===== config.mk =====
export PLATFORM = sky130hd
export DESIGN_NAME = multi_cycle_control_fsm
export DESIGN_NICKNAME = d
export VERILOG_FILES = /design/src/rtl/multi_cycle_control_fsm_pkg.sv /design/src/rtl/multi_cycle_control_fsm_branch_condition.sv /design/src/rtl/multi_cycle_control_fsm.sv
export SDC_FILE = /design/constraint.sdc
export NUM_CORES = 1
export LEC_CHECK = 0
export CORE_ASPECT_RATIO = 0.75
export CORE_MARGIN = 8
export CORE_UTILIZATION = 34
export DETAILED_ROUTE_END_ITERATION = 16
export GPL_TIMING_DRIVEN = 0
export MAX_ROUTING_LAYER = met4
export PLACE_DENSITY = 0.93
export SLEW_MARGIN = 0
export SYNTH_ARGS = -nofsm -noshare
export SYNTH_HDL_FRONTEND = slang
export SYNTH_SLANG_ARGS = --single-unit

===== constraint.sdc =====
create_clock -name clk -period 3.9 [get_ports clk]
set_input_delay 0.975 -clock clk [delete_from_list [all_inputs] [get_ports clk]]
set_output_delay 0.975 -clock clk [all_outputs]
set_load 0.01 [all_outputs]

===== src/rtl/multi_cycle_control_fsm_pkg.sv =====
// Shared definitions for the multi-cycle RV32I control FSM: state encoding,
// datapath select encodings and the opcode/funct3 constants.
package multi_cycle_control_fsm_pkg;

  typedef enum logic [3:0] {
    S_IF, S_ID, S_EX, S_MEM, S_WB_ALU, S_WB_MEM, S_PC4, S_BR, S_JAL, S_JALR, S_ECALL
  } state_t;

  localparam logic [1:0] ALUOP_ADD   = 2'b00;
  localparam logic [1:0] ALUOP_SUB   = 2'b01;
  localparam logic [1:0] ALUOP_RTYPE = 2'b10;
  localparam logic [1:0] ALUOP_ITYPE = 2'b11;

  localparam logic [1:0] SRCB_REG  = 2'b00;
  localparam logic [1:0] SRCB_FOUR = 2'b01;
  localparam logic [1:0] SRCB_IMM  = 2'b10;

  localparam logic [1:0] M2R_ALUOUT = 2'b00;
  localparam logic [1:0] M2R_MDR    = 2'b01;
  localparam logic [1:0] M2R_ALU    = 2'b10;

  localparam logic [6:0] OP_RTYPE  = 7'b0110011;
  localparam logic [6:0] OP_ITYPE  = 7'b0010011;
  localparam logic [6:0] OP_LOAD   = 7'b0000011;
  localparam logic [6:0] OP_STORE  = 7'b0100011;
  localparam logic [6:0] OP_BRANCH = 7'b1100011;
  localparam logic [6:0] OP_JAL    = 7'b1101111;
  localparam logic [6:0] OP_JALR   = 7'b1100111;
  localparam logic [6:0] OP_SYSTEM = 7'b1110011;

  localparam logic [2:0] F3_BEQ = 3'b000;
  localparam logic [2:0] F3_BNE = 3'b001;
  localparam logic [2:0] F3_BLT = 3'b100;
  localparam logic [2:0] F3_BGE = 3'b101;

endpackage


===== src/rtl/multi_cycle_control_fsm_branch_condition.sv =====
// Resolves branch direction from funct3 and the ALU compare flags of rs1-rs2.
module branch_condition
  import multi_cycle_control_fsm_pkg::*;
(
  input  logic [2:0] i_funct3,
  input  logic [2:0] i_alu_bcond,
  output logic       o_taken
);

  // The greater-than flag has no consumer among the supported branches.
  logic w_unused_gt;
  assign w_unused_gt = i_alu_bcond[2];

  always_comb begin
    o_taken = 1'b0;
    case (i_funct3)
      F3_BEQ:  o_taken = i_alu_bcond[0];
      F3_BNE:  o_taken = ~i_alu_bcond[0];
      F3_BLT:  o_taken = i_alu_bcond[1];
      F3_BGE:  o_taken = ~i_alu_bcond[1];
      default: o_taken = 1'b0;
    endcase
  end

endmodule


===== src/rtl/multi_cycle_control_fsm.sv =====
// Main control FSM of the multi-cycle RV32I core: sequences IF/ID/EX/MEM/WB and
// drives every datapath enable and mux select.
module multi_cycle_control_fsm
  import multi_cycle_control_fsm_pkg::*;
(
  input  logic        clk,
  input  logic        reset,
  input  logic [31:0] part_of_inst,
  input  logic [2:0]  alu_bcond,
  output logic        pc_write,
  output logic        i_or_d,
  output logic        mem_read,
  output logic        mem_write,
  output logic        ir_write,
  output logic [1:0]  mem_to_reg,
  output logic        reg_write,
  output logic        pc_source,
  output logic [1:0]  alu_op,
  output logic        alu_src_a,
  output logic [1:0]  alu_src_b,
  output logic        is_ecall
);

  state_t     r_state;
  state_t     w_next;
  logic [6:0] w_opcode;
  logic [2:0] w_funct3;
  logic       w_taken;
  logic       w_pc4;
  logic [21:0] w_unused_inst;

  assign w_opcode      = part_of_inst[6:0];
  assign w_funct3      = part_of_inst[14:12];
  assign w_unused_inst = {part_of_inst[31:15], part_of_inst[11:7]};

  branch_condition u_bcond (
    .i_funct3    (w_funct3),
    .i_alu_bcond (alu_bcond),
    .o_taken     (w_taken)
  );

  always_ff @(posedge clk) begin
    if (reset) r_state <= S_IF;
    else       r_state <= w_next;
  end

  always_comb begin
    w_next     = S_IF;
    w_pc4      = 1'b0;
    pc_write   = 1'b0;
    i_or_d     = 1'b0;
    mem_read   = 1'b0;
    mem_write  = 1'b0;
    ir_write   = 1'b0;
    mem_to_reg = M2R_ALUOUT;
    reg_write  = 1'b0;
    pc_source  = 1'b0;
    alu_op     = ALUOP_ADD;
    alu_src_a  = 1'b0;
    alu_src_b  = SRCB_REG;
    is_ecall   = 1'b0;
    case (r_state)
      S_IF: begin
        mem_read = 1'b1;
        ir_write = 1'b1;
        w_next   = S_ID;
      end
      S_ID: begin
        // ALUOut <= PC + imm: the branch/JAL target is ready before it is needed.
        alu_src_b = SRCB_IMM;
        case (w_opcode)
          OP_RTYPE, OP_ITYPE, OP_LOAD, OP_STORE, OP_JALR: w_next = S_EX;
          OP_BRANCH: w_next = S_BR;
          OP_JAL:    w_next = S_JAL;
          OP_SYSTEM: w_next = S_ECALL;
          default:   w_next = S_PC4;
        endcase
      end
      S_EX: begin
        alu_src_a = 1'b1;
        alu_src_b = (w_opcode == OP_RTYPE) ? SRCB_REG : SRCB_IMM;
        if (w_opcode == OP_RTYPE)      alu_op = ALUOP_RTYPE;
        else if (w_opcode == OP_ITYPE) alu_op = ALUOP_ITYPE;
        case (w_opcode)
          OP_LOAD, OP_STORE:  w_next = S_MEM;
          OP_RTYPE, OP_ITYPE: w_next = S_WB_ALU;
          OP_JALR:            w_next = S_JALR;
          default:            w_next = S_PC4;
        endcase
      end
      S_MEM: begin
        i_or_d    = 1'b1;
        mem_read  = (w_opcode == OP_LOAD);
        mem_write = (w_opcode == OP_STORE);
        w_next    = (w_opcode == OP_LOAD) ? S_WB_MEM : S_PC4;
      end
      S_WB_ALU: begin
        reg_write = 1'b1;
        w_pc4     = 1'b1;
      end
      S_WB_MEM: begin
        reg_write  = 1'b1;
        mem_to_reg = M2R_MDR;
        w_pc4      = 1'b1;
      end
      S_PC4: w_pc4 = 1'b1;
      S_BR: begin
        alu_src_a = 1'b1;
        alu_src_b = SRCB_REG;
        alu_op    = ALUOP_SUB;
        pc_write  = w_taken;
        pc_source = w_taken;
        w_next    = w_taken ? S_IF : S_PC4;
      end
      S_JAL, S_JALR: begin
        // ALU forms PC+4 for rd while the PC loads the target held in ALUOut.
        alu_src_b  = SRCB_FOUR;
        mem_to_reg = M2R_ALU;
        reg_write  = 1'b1;
        pc_write   = 1'b1;
        pc_source  = 1'b1;
      end
      S_ECALL: begin
        is_ecall = 1'b1;
        w_next   = S_PC4;
      end
      default: w_next = S_IF;
    endcase
    if (w_pc4) begin
      alu_src_a = 1'b0;
      alu_src_b = SRCB_FOUR;
      alu_op    = ALUOP_ADD;
      pc_source = 1'b0;
      pc_write  = 1'b1;
    end
    if (reset) begin
      pc_write   = 1'b0;
      i_or_d     = 1'b0;
      mem_read   = 1'b0;
      mem_write  = 1'b0;
      ir_write   = 1'b0;
      mem_to_reg = M2R_ALUOUT;
      reg_write  = 1'b0;
      pc_source  = 1'b0;
      alu_op     = ALUOP_ADD;
      alu_src_a  = 1'b0;
      alu_src_b  = SRCB_REG;
      is_ecall   = 1'b0;
    end
  end

endmodule

# Word-level counts from Yosys, hierarchy flattened
# Index checks and enable logic that the tools add are counted.
classes:
  eq_ne: 21
  reduce_logical: 9
  n_mux: 38
  bitwise: 2
ops:
  columns: ["operator", "n"]
  rows:
  - ["7-bit equality test, second input constant", 4]
  - ["4-bit case mux with 6 select lines", 1]
  - ["1-bit two-way mux", 19]
  - ["2-bit two-way mux", 9]
  - ["4-bit by 3-bit equality test with 1-bit output, second input constant", 4]
  - ["4-bit case mux with 4 select lines", 1]
  - ["7-bit by 6-bit equality test with 1-bit output, second input constant", 2]
  - ["4-bit equality test, second input constant", 3]
  - ["4-bit case mux with 3 select lines", 1]
  - ["4-bit by 2-bit equality test with 1-bit output, second input constant", 2]
  - ["2-bit case mux with 2 select lines", 2]
  - ["2-bit OR reduction", 4]
  - ["7-bit by 2-bit equality test with 1-bit output, second input constant", 1]
  - ["7-bit by 5-bit equality test with 1-bit output, second input constant", 1]
  - ["3-bit equality test, second input constant", 2]
  - ["2-bit case mux with 3 select lines", 1]
  - ["5-bit OR reduction", 1]
  - ["4-bit by 1-bit equality test with 1-bit output, second input constant", 1]
  - ["4-bit zero test", 1]
  - ["1-bit case mux with 2 select lines", 2]
  - ["1-bit case mux with 4 select lines", 1]
  - ["4-bit OR reduction", 1]
  - ["3-bit by 1-bit equality test with 1-bit output, second input constant", 1]
  - ["3-bit zero test", 1]
  - ["other kinds (3)", 4]
word_totals:
  register_bits: 4
  elab_cells: 71
  input_bits: 37
  output_inout_bits: 15

# Longest topological paths before layout
logic_depth:
  word_depth: 6
  ltp_mapped: 5
  mapped_depth_nobuf: 4

# By module
# Synthesis repeated with hierarchy kept, for this count alone.
hier_totals:
  hier_cells: 92
  hier_area_um2: 643.1
modules_own_cells:
  columns: ["module", "seq_area_each_um2", "area_each_um2", "n_inst", "cells_each"]
  rows:
  - ["multi_cycle_control_fsm", 80.1, 611.8, 1, 88]
  - ["branch_condition", 0.0, 31.3, 1, 4]

# Worst setup path before layout
# Ideal clock, no wire load.
synth_timing:
  path_kind: "input to output"
  from: "in reset"
  to: "out alu_op[0]"
  slack_ns: 0.953
  arrival_ns: 1.972
  path_stages: 3
  path_buffers: 1
  path_cell_list: "clkbuf_1 nor4b_1 o21a_1"
synth_between:
  elab_chain_cells: 1
synth_rtl:
  columns: ["element", "line", "text"]
  rows:
  - ["from (decl)", "multi_cycle_control_fsm.sv:7", "input logic reset,"]
  - ["2-bit two-way mux", "multi_cycle_control_fsm.sv:136", "if (reset) begin"]
  - ["to (decl)", "multi_cycle_control_fsm.sv:18", "output logic [1:0] alu_op,"]
# No other way between the ends.

# Final worst setup path
layout_timing:
  from: "in part_of_inst[2]"
  to: "out alu_op[0]"
layout_between:
  elab_chain_cells: 6
  elab_cells_between_ends: 7
  cone_classes: "2 x eq/ne; 5 x mux"
layout_rtl:
  columns: ["element", "line", "text"]
  rows:
  - ["from (decl)", "multi_cycle_control_fsm.sv:8", "input logic [31:0] part_of_inst,"]
  - ["7-bit by 5-bit equality test with 1-bit output", "multi_cycle_control_fsm.sv:83", "else if (w_opcode == OP_ITYPE) alu_op = ALUOP_ITYPE;"]
  - ["2-bit two-way mux", "multi_cycle_control_fsm.sv:83", null]
  - ["2-bit two-way mux (*)", "multi_cycle_control_fsm.sv:82", "if (w_opcode == OP_RTYPE) alu_op = ALUOP_RTYPE;"]
  - ["2-bit case mux with 2 select lines (*)", "multi_cycle_control_fsm.sv:62", "case (r_state)"]
  - ["2-bit two-way mux (*)", "multi_cycle_control_fsm.sv:129", "if (w_pc4) begin"]
  - ["2-bit two-way mux (*)", "multi_cycle_control_fsm.sv:136", null]
# Mark *: on every way between the ends. The rest lies on a longest branch, timed or not.

==> key figures <==
CTS
  • Depth of the CTS H-tree: 1
  • Root Driver: clkbuf_4
  • Clock-pin transition on the worst setup and hold timing paths: 0.04 ns
  • Num CTS Buffers: 3
  • Worst skew pair latency: 0.23 ns
  • CTS max path bufs: 2
  • Hold_buf cts: 0
  • Clock Sinks: 4
  • CTS tree: built

STA
  • Final setup viols: 0
  • Final WS setup: 0.0155 ns
  • Max frequency: 0.257 GHz
  • Min Clock Period, post-route: 3.88 ns
  • Slew HR: 69.0%
  • Worst slew pin tran: 0.465 ns
  • Fin. Hold Viols: 0
  • WHS: 0.681 ns
  • Final Slew Violations: 0
  • Final worst path period share: 99.6%
  • Clk_skew: roughly 0.0029 ns
  • RSZ-0062 raised after global routing: true

Routing
  • Routed Antenna Nets: 0
  • Drt drc: 0
  • Vias: slightly above 800
  • DRT iter0 DRCs: 24
  • Final WL: 2100 microns
  • Detailed-router iteration count before antenna repair: 4
  • Post-DR wirelength/cell: 14.9 microns
  • Via/cell ratio: a little under 6

Synth
  • Synth Register Bits: 4
  • Synth top cells by count: nor2_1 (14), nor3_1 (8)
  • Most common cell in the netlist: nor2_1
  • Synth Flop Type: dfxtp_1
  • Synthesized area: 611 sq um
  • Simple-gate share of the synthesized area: 49.6%
  • Post-synth top area cell: dfxtp_1
  • Post-synthesis async set-or-reset flop share: 0%
  • Main combinational cell family by area after synthesis: simple AND/OR/NAND/NOR gates
  • Syn Nets: 125
  • Post-synth top area share: 13.1%
  • Yosys cell types: 38
  • EDFF count, synth: 0
  • Mux contribution to synthesized area: ~6.6%
  • Syn avg cell area: 6.94 sq um
  • Synth top area cells: dfxtp_1 (13%), nor2_1 (8.6%), mux2i_1 (6.6%)
  • Yosys warnings: 0
  • Xor-xnor portion of the synthesized cell area: 1.43%
  • Seq/Total Area, Yosys: 13.1%
  • Post-synthesis compound-gate area fraction: between 20% and 30%
  • Adder-cell share of the synthesized area: 0%
  • Synth Instances: 88

Cells and area
  • Finished Layout Cells: 141
  • Largest regs: r_state x4
  • Fill cells: 170
  • Biggest register: r_state
  • Final net count: around 160
  • Core Util, Final: 56.0%
  • Layout cells sized above 1: 8.40%
  • Area Overhead vs Synth: 56.8%
  • Max FFs per register: 4
  • Ant. Diodes: 0

Floorplan
  • Boundary Pins: 52
  • Die area: 3420 sq um
  • Initial core utilization: 35.8%
  • Core area: 1710 sq um
  • Std cell rows: 13
  • Die Ht: 52.7 microns
  • Die width: approximately 65 microns

Hold path
  • Hold Crit Class: reg -> reg
  • Hold Path Origin: r_state[2]
  • Hold path cells: 3
  • Hold path endpoint: r_state[1]

Worst setup path
  • Arr. time, crit path: 2.91 ns
  • Startpoint types: input pin
  • FF-to-FF Start: r_state[0]
  • R2r endpoint: r_state[2]
  • Most used cell along the critical path: clkdlybuf4s50_1
  • CP max stage delay: 0.53 ns
  • Crit path cell chain: clkdlybuf4s50_1, nand4bb_4, nor3b_4, nor2b_1, o21a_1, clkdlybuf4s50_1
  • Worst Setup Path Type: in -> out
  • Slowest cell on crit path: clkdlybuf4s50_1
  • Worst-path maximum fanout: 5
  • CP required: 2.92 ns
  • Reg2reg path depth: 5
  • Crit. End Element: output port
  • R2r setup slk: around 2.3 ns

Placement
  • Placed cell count: 137
  • Dpl ws: -0.210 ns
  • Placed wire-length estimate: 1650 microns
  • # port buffers: 27
  • Gpl congestion: 0.841

Power and ir drop
  • Peak supply drop: 0.000341 V
  • Leak: 0.000358 uW
  • PwrDens: approximately 460 nW/um^2

GRT
  • Gr ovfl total: 0
  • First-pass GRT wire length: 3460 microns
  • Largest net degree at the start of global routing: 11
  • GRT Util Overall: 13.1%
  • Vias in the first global route: approximately 780
  • Initial antenna violation count: 0

Run status
  • Status: finished clean

Run
  • Max Cap Violations: 0
report_power, final:
group          switching, uW  internal, uW  leakage (uW)
clock network           16.1          34.4     0.0000138
registers               7.50          56.6     0.0000328
logic                    173           154      0.000312
total                    196           245      0.000358
worst max path at each step:
stage | startpoint | endpoint | slack (ns) | cells past startpoint
floorplan | reset | alu_op[0] | 0.95 | 3
global placement | part_of_inst[3] | alu_op[0] | -0.19 | 6
detailed placement | part_of_inst[3] | alu_op[0] | -0.21 | 6
CTS | part_of_inst[5] | mem_read | 0.01 | 6
global route | part_of_inst[2] | alu_op[0] | -0.06 | 6
finish | part_of_inst[2] | alu_op[0] | 0.02 | 6
critical path: cells and delay by family:
kind / cells / cell delay [ns]
buf+inv: 2 / 1.02
compound gates: 1 / 0.13
simple gates: 3 / 0.77
through the flow:
stage	power (uW)	instance area, sq um	setup TNS, ns
floorplan	268	611	0
global placement	377	908	-0.386
detailed placement	386	908	-0.433
CTS	443	950	0
global route	481	957	-0.0571
finish	442	957	0
cell type report:
class                           instances  area, sq um  area share (%)
Multi-Input combinational cell         78          512            53.5
Timing Repair Buffer                   28          285            29.8
Sequential cell                         4         80.1            8.37
Tap cell                               22         27.5            2.88
Buffer                                  5         26.3            2.75
Clock buffer                            3         22.5            2.35
Inverter                                1         3.75           0.392
kinds of logic (layout without fill, tap and decap cells):
logic type             after synthesis  after routing
XOR/XNOR                             1              1
flip-flops                           4              4
multiplexers                         4              4
AO/OA/AOI/OAI                       22             22
buffers and inverters                6             37
AND/OR/NAND/NOR                     51             51
per-layer routing:
| metal | vias to the layer above | wire, microns | GRT usage, % | share of wire (%) |
|---|---|---|---|---|
| li1 | 396 | - | - | - |
| met1 | 385 | 980 | 15.4 | 47 |
| met2 | 37 | 944 | 18.9 | 45 |
| met3 | 2 | 163 | 5.34 | 7.7 |
| met4 | 0 | 15 | 6.14 | 0.71 |
| met5 | - | 0 | - | 0 |
what timing repair did:
item	in CTS	in global routing
gates resized for setup	2	3
setup buffers	1	0
pin swaps	1	0
endpoints found under the setup margin	3	3
cell usage in the layout, fill, tap and decap left out, drive strengths merged, types with 2 or more instances in the layout:
master,count
a21o,2
o21ai,3
a21oi,4
or3,4
nand2b,4
nand2,3
buf,2
nor3b,2
dfxtp,4
clkdlybuf4s50,24
nor4,2
or2,3
dlymetal6s2s,3
o21a,2
nor3,8
o211ai,3
nor2b,3
nand3,2
clkbuf,7
mux2i,4
nor2,14
Note: power is estimated with default switching activity, not from simulation.
